File: src/rtl/fetch_unit.sv
// Instruction fetch front end: PC, single-outstanding imem requests, 2-entry queue.
// Optional FETCH_PERF_EN adds a saturating decode-bubble counter.
module fetch_unit #(
  parameter int               XLEN     = 32,
  parameter logic [XLEN-1:0]  RESET_PC = {XLEN{1'b0}}
) (
  input  logic            clk,
  input  logic            reset,
  output logic            imem_req,
  output logic [XLEN-1:0] imem_addr,
  input  logic            imem_ready,
  input  logic            imem_rvalid,
  input  logic [31:0]     imem_rdata,
  input  logic            redirect_valid,
  input  logic [XLEN-1:0] redirect_pc,
  output logic            if_valid,
  output logic [XLEN-1:0] if_pc,
  output logic [31:0]     if_instr,
  input  logic            id_ready
`ifdef FETCH_PERF_EN
  , output logic [31:0]   perf_bubble_cnt
`endif
);

  typedef struct packed {
    logic [XLEN-1:0] pc;
    logic [31:0]     instr;
  } ent_t;

  logic [XLEN-1:0] pc;
  logic [XLEN-1:0] req_pc;
  logic            outstanding;
  logic            drop;
  logic [1:0]      count;
  ent_t            q0;
  ent_t            q1;
  ent_t            new_e;
  logic            resp;
  logic            push;
  logic            pop;
  logic            accept;
  logic            unused_bits;

  assign unused_bits = ^redirect_pc[1:0];

  assign resp   = imem_rvalid && outstanding;
  assign push   = resp && !drop && !redirect_valid;
  assign pop    = if_valid && id_ready && !redirect_valid;
  assign accept = imem_req && imem_ready;
  assign new_e  = '{pc: req_pc, instr: imem_rdata};

  assign imem_req = !reset && !redirect_valid && !outstanding &&
    (({1'b0, count} + {2'b00, outstanding}) < 3'd2);
  assign imem_addr = pc;

  assign if_valid = (count != 2'd0);
  assign if_pc    = q0.pc;
  assign if_instr = q0.instr;

  always_ff @(posedge clk) begin
    if (reset) begin
      pc          <= RESET_PC;
      req_pc      <= '0;
      outstanding <= 1'b0;
      drop        <= 1'b0;
      count       <= 2'd0;
      q0          <= '0;
      q1          <= '0;
    end else if (redirect_valid) begin
      pc    <= {redirect_pc[XLEN-1:2], 2'b00};
      count <= 2'd0;
      if (resp)
        outstanding <= 1'b0;
      // a response still in flight belongs to the old path
      drop <= outstanding && !imem_rvalid;
    end else begin
      if (accept) begin
        outstanding <= 1'b1;
        req_pc      <= pc;
        pc          <= pc + XLEN'(4);
      end
      if (resp) begin
        outstanding <= 1'b0;
        drop        <= 1'b0;
      end
      case ({push, pop})
        2'b10: begin
          if (count == 2'd0)
            q0 <= new_e;
          else
            q1 <= new_e;
          count <= count + 2'd1;
        end
        2'b01: begin
          q0    <= q1;
          count <= count - 2'd1;
        end
        2'b11: begin
          if (count == 2'd1) begin
            q0 <= new_e;
          end else begin
            q0 <= q1;
            q1 <= new_e;
          end
        end
        default: ;
      endcase
    end
  end

`ifdef FETCH_PERF_EN
  always_ff @(posedge clk) begin
    if (reset)
      perf_bubble_cnt <= 32'd0;
    else if (id_ready && !if_valid && perf_bubble_cnt != 32'hFFFF_FFFF)
      perf_bubble_cnt <= perf_bubble_cnt + 32'd1;
  end
`endif

endmodule

File: config.mk
export PLATFORM = sky130hd
export DESIGN_NAME = fetch_unit
export DESIGN_NICKNAME = d
export VERILOG_FILES = /design/src/rtl/fetch_unit.sv
export SDC_FILE = /design/constraint.sdc
export NUM_CORES = 1
export LEC_CHECK = 0
export ABC_AREA = 1
export CORE_MARGIN = 1
export CORE_UTILIZATION = 55
export DETAILED_ROUTE_END_ITERATION = 16
export PLACE_DENSITY = 0.8
export SYNTH_ARGS = -nofsm -noshare
export SYNTH_HDL_FRONTEND = slang
export SYNTH_SLANG_ARGS = --single-unit
File: constraint.sdc
create_clock -name clk -period 5.44 [get_ports clk]
set_input_delay 0.816 -clock clk [delete_from_list [all_inputs] [get_ports clk]]
set_output_delay 0.816 -clock clk [all_outputs]
set_load 0.02 [all_outputs]
==> flow_summary.toml <==
[cells_and_area]
num_antenna_cells = 0
drive_above_1_share = 0.0968
nets = 1335
final_common_cell = "dfxtp_1"
fillers = 1252
instances_no_fill = 1459
final_cell_mix = "188 x dfxtp_1, 161 x clkdlybuf4s50_1, 158 x o21ai_0"
syn_to_final_growth_pct = 24.3

[floorplanning]
start_util = 0.565
core_area_um2 = 15200
die_w_um = 127
die_y_um = 127
die_area_um2 = 16100
io_pins = 168
num_rows = 45

[clocking]
cts-root-buf = "clkbuf_16"
clkTransAtPathRegs_ns = 0.07
cts.sinks = 188
numCtsBuffers = 17
htreeDepth = 4
clk_latency_ns = 0.42
cts_tree = "done"
postCtsSetupBuffers = 0
cts_buffer_depth = 2
cts_resized = 0
hold_buffers = 0

[synthesis]
syn_avg_cell_area_um2 = 7.46
ys_ff_latch = 188
yosysWarningCount = 0
ys_seq_area_frac = 0.438
synth_edf_count = 0
async_reset_ff_frac = 0
ys.flop_type = "dfxtp_1"
synth.area.top_cells = "dfxtp_1 44%, o21ai_0 9.2%, nand3_1 6.1%"
synth_top_cell_area_share = 0.438
syn_area_um2 = 8580
ys_types = 43
synthCells = 1150
synth_top_cell_by_area = "dfxtp_1"

[timing]
max_slew.worst_pin.slew_ns = 0.900
fin_worst_skew_ns = 0.0101
layout_setup_ws_ns = 1.84
layout_min_cycle_time_ns = 3.60
rsz0062_at_grt = "no"
setup_violations = 0
fmax_mhz = 278
maxSlewHeadroom = 0.398
finalHoldViolCount = 0
finalCritPeriodShare = 0.662
final-max-slew-violation-count = 0
setup_tns_ns = 0

[global_routing]
grt_pass1_wl_um = 35200
grt_start_max_net_pins = 72
grt-ovfl-total = 0
antenna_found_initial = 0
grtUsageTotal = 0.271
first_global_vias = 7132

[drt]
wirelength_um = 21300
viasPerCell = 5.42
routedWlPerCell_um = 14.6
drc_errors = 0
drtIter0Drc = 584
vias = 7902
postRouteAntennaNets = 0
drtPass1Iterations = 5

[worst_setup_path]
crit_chain = "clkdlybuf4s50_1 -> nor4_1 -> ha_1 -> inv_1 -> o21bai_4 -> buf_4 -> nand3_1 -> a31oi_1"
worst-setup-path-type = "in2reg"
worstPathArrival_ns = 3.95
cp.required_ns = 5.79
path_max_fanout = 34
endpoint_kind = "flip-flop"
crit_path_start_kind = "input pin"
crit_slowest_cell = "o21bai_4"
max_stage_delay_ns = 0.71

[place]
port_buffers = 161
dp_cells = 1428
dp_hpwl_um = 13600
place.gp.congestion = 0.880
pre_cts_ws_ns = 1.45

[run]
drv_cap = 0

[power_and_ir_drop]
peakVddDrop_v = 0.000219
powerDensity_nw_per_um2 = 274
leakage_nw = 4.16

[min_path]
hold_class = "reg2reg"

[run_status]
run_status = "complete, no violations"
[cells by family (layout without fill, tap and decap cells)]
| group | count (synthesis) | in the layout | share of synthesized area |
|---|---|---|---|
| flip-flops | 188 | 188 | 0.438 |
| buffers and inverters | 223 | 341 | 0.112 |
| XOR/XNOR | 8 | 8 | 0.00816 |
| other | 1 | 4 | 0.000437 |
| adder cells (fa/ha/maj) | 6 | 6 | 0.00874 |
| AO/OA/AOI/OAI | 349 | 349 | 0.221 |
| AND/OR/NAND/NOR | 375 | 375 | 0.211 |
[critical path, delay by kind of cell]
family | cells | cell delay (ns)
buffers and inverters | 3 | 1.15
AO/OA/AOI/OAI | 2 | 0.92
AND/OR/NAND/NOR | 2 | 0.70
adder cells (fa/ha/maj) | 1 | 0.35
[per-layer routing]
metal / global-route usage / wire (um) / part of all wire
met5: 0 / 0 / 0
met1: 0.372 / 9800 / 0.46
met3: 0.0468 / 1370 / 0.065
met4: 0.0959 / 369 / 0.017
met2: 0.430 / 9720 / 0.46
[cell type report]
class                   count  area, um^2  share of cell area
clock inverters            10         119              0.0111
repair buffers            171        1700               0.159
multi-input cells         742        3880               0.363
clock buffers              21         450              0.0422
flip-flops and latches    188        3760               0.353
well taps                 188         235              0.0220
inverters                 139         527              0.0494
[worst paths after layout]
| path | start | end | slack (ns) | cells past startpoint |
|---|---|---|---|---|
| min | req_pc[31] | q1[63] | 0.47 | 2 |
| min reg2reg | req_pc[31] | q1[63] | 0.47 | 2 |
| max | redirect_valid | if_instr[17] | 1.84 | 8 |
| max reg2reg | count[1] | if_instr[17] | 2.25 | 11 |
[registers in the layout (all words and copies together), names as in the netlist]
register / flops
imem_addr: 30
if_pc: 30
drop: 1
if_instr: 32
q1: 62
count: 2
req_pc: 30
outstanding: 1
[cell usage after synthesis, drive strengths merged (2+ instances only)]
cell and n:
nand3b 2, xnor2 2, inv 137, o21ai 164, buf 57, a21oi 101
dfxtp 188, nor3 5, ha 6, clkbuf 27, xor2 6, a31oi 67
nand2 134, or2 64, clkinv 2, nand3 107, a211oi 12, nor2 60
o211ai 2
[metrics by stage]
stage          hold WS [ns]  utilization  power, mW  instance area (um^2)
2_1_floorplan         0.440            -       1.63                  8600
4_1_cts               0.477        0.702       2.93                 10700
6_report              0.475        0.702       2.92                 10700
3_3_place_gp          0.458        0.664       1.75                 10100
3_5_place_dp          0.468        0.664       1.75                 10100
5_1_grt               0.500        0.702       3.03                 10700
[where the power goes]
group | total (mW) | leakage (nW) | switching [mW] | internal (mW)
combinational | 0.280 | 2.38 | 0.149 | 0.131
clock | 1.20 | 0.257 | 0.512 | 0.686
sequential | 1.45 | 1.52 | 0.0326 | 1.41
total | 2.92 | 4.16 | 0.693 | 2.23
(Power assumes the default switching activity.)
==> variant: new RTL, config.mk and constraints unchanged <==
Add a define of `FETCH_PERF_EN`.
--- a/src/rtl/fetch_unit.sv
+++ b/src/rtl/fetch_unit.sv
@@ -2,2 +2,4 @@
 // Optional FETCH_PERF_EN adds a saturating decode-bubble counter.
+`define FETCH_PERF_EN
+
 module fetch_unit #(
Behaviour (old outputs only; new: perf_bubble_cnt): no difference found for any inputs over 4 cycles, from zero or initial values and one cycle with reset high; that may be too few to reach the edited logic, so the function may still have changed.
==> variant against the original RTL <==
Die area increased by 21%; setup slack worse by 0.073 ns; routed wire length increased by 29%; clock power rose by 31%; power grew 22%; global-route usage rose by 0.28 points; sequential cell count increased by 32; area after synthesis rose by 21%; final area up 22%; sequential power rose by 16%; non-clock buffer count grew 31; sequential share of layout area down 1.6 points; critical path type unchanged; highest routed layer is now met5.
==> variant: results (changes against the original RTL) <==
- Outcome: finished clean
- Synth Area in Compound Gates: 19.5% (-2.7 points)
- Comb pwr share: 8.5% (-1.1 points)
- Area of the multi-input gates: 5030 um2 (+30%)
- Count of buffers from port buffering: 193 (+20%)
- Clock-cell share: 5.76% (+0.42 points)
- Post-layout nets: 1676 (+26%)
- Ranking of synthesized cells by area: dfxtp_1, nand2_1, o21ai_0, a21oi_1, inv_1
- Metal-1 WL: 13.0 mm (+32%)
- Non-clock inverters: 153 (+10%)
- Post-DP HPWL: 17.6 mm (+29%)
- Register area share after synthesis: 42.3% (-1.5 points)
- Switching power: 847 uW (+22%)
- CTS Buf Count: 23 (+6)
- Syn_area_per_cell: 7.13 um2 (-4.5%)
- Number of global-route vias before repair: 8821 (+24%)
- Dpl cell area: 12300 um2 (+22%)
- Placed Cells: 1803 (+26%)
- Placer Congestion: 0.889 (+1.0%)
- Post-Synth XOR/XNOR Area: 2.10% (+1.3 points)
- Clk_skew: 0.0158 ns (+0.00571 ns)
- First-pass GRT wire length: 44.3 mm (+26%)
- Worst EP arrival: 4.11 ns (+0.16 ns)
- DR top layer: met5
- Buffers outside the clock class: 202 (+18%)
- #MultiIn Comb: 999 (+35%)
- Sw Ratio: 23.8% (+0.11 points)
- DP Worst Slack: 1.33 ns (-0.118 ns)
- Die width: 140 um (+10%)
- P&R area growth vs syn: 25.5%
- Met3 routed WL: 1.82 mm (+32%)
- LEAKAGE: 0.00501 uW (+20%)
- Non-clk buf share: 15.5% (-0.47 points)
- Maximum VDD drop: 0.000188 V (-14%)
- Pin count of the biggest net entering global routing: 114 (+58%)
- # fillers: 1484 (+19%)
- Drt total wl: 27.4 mm (+29%)
- Met2 routed WL: 12.1 mm (+24%)
- Initial antenna violation count: 1 (+1)
- Worst-Margin Slew: 0.995 ns (+0.0951 ns)
- Clock buffer cells: 32 (+52%)
- Via count: 10100 (+28%)
- Synth Register Bits: 220 (+17%)
- Clk. pwr: 1570 uW (+31%)
- FF+latch area: 4400 um2 (+17%)
- Layout cells sized above 1: 7.93% (-1.8 points)
- Critical-path maximum fanout: 41 (+21%)
- Clock Path Buffers: 3 (+1)
- Clock latency on the worst-skew pair: 0.52 ns (+0.10 ns)
variant: worst max-delay path: stages:
cell and delay, ns:
clkdlybuf4s50_1 0.68, nor4_1 0.70, ha_1 0.39, inv_1 0.11, o21bai_4 0.48, buf_4 0.52
nand3_1 0.16, a31oi_1 0.21
variant: final timing paths:
| kind | start | to | slack (ns) |
|---|---|---|---|
| setup reg to reg | count[0] | if_instr[5] | 2.20 |
| hold / removal | req_pc[22] | q1[54] | 0.48 |
| hold reg to reg | req_pc[22] | q1[54] | 0.48 |
| setup / recovery | redirect_valid | if_instr[5] | 1.76 |
variant: per-layer routing:
layer | vias up | GRT usage (%)
li1 | 5095 | -
met1 | 4590 | 39.9
met2 | 371 | 42.4
met3 | 39 | 3.58
met4 | 2 | 7.58
met5 | - | 0
variant: cell families (layout without fill, tap and decap cells):
kind of cell	after synthesis	in the layout
AOI/OAI and AO/OA	377	377
xor gates and xnor gates	25	25
adders and majority gates	7	7
buffers and inverters	244	396
DFF	220	220
other	1	4
and+or+nand+nor	586	586
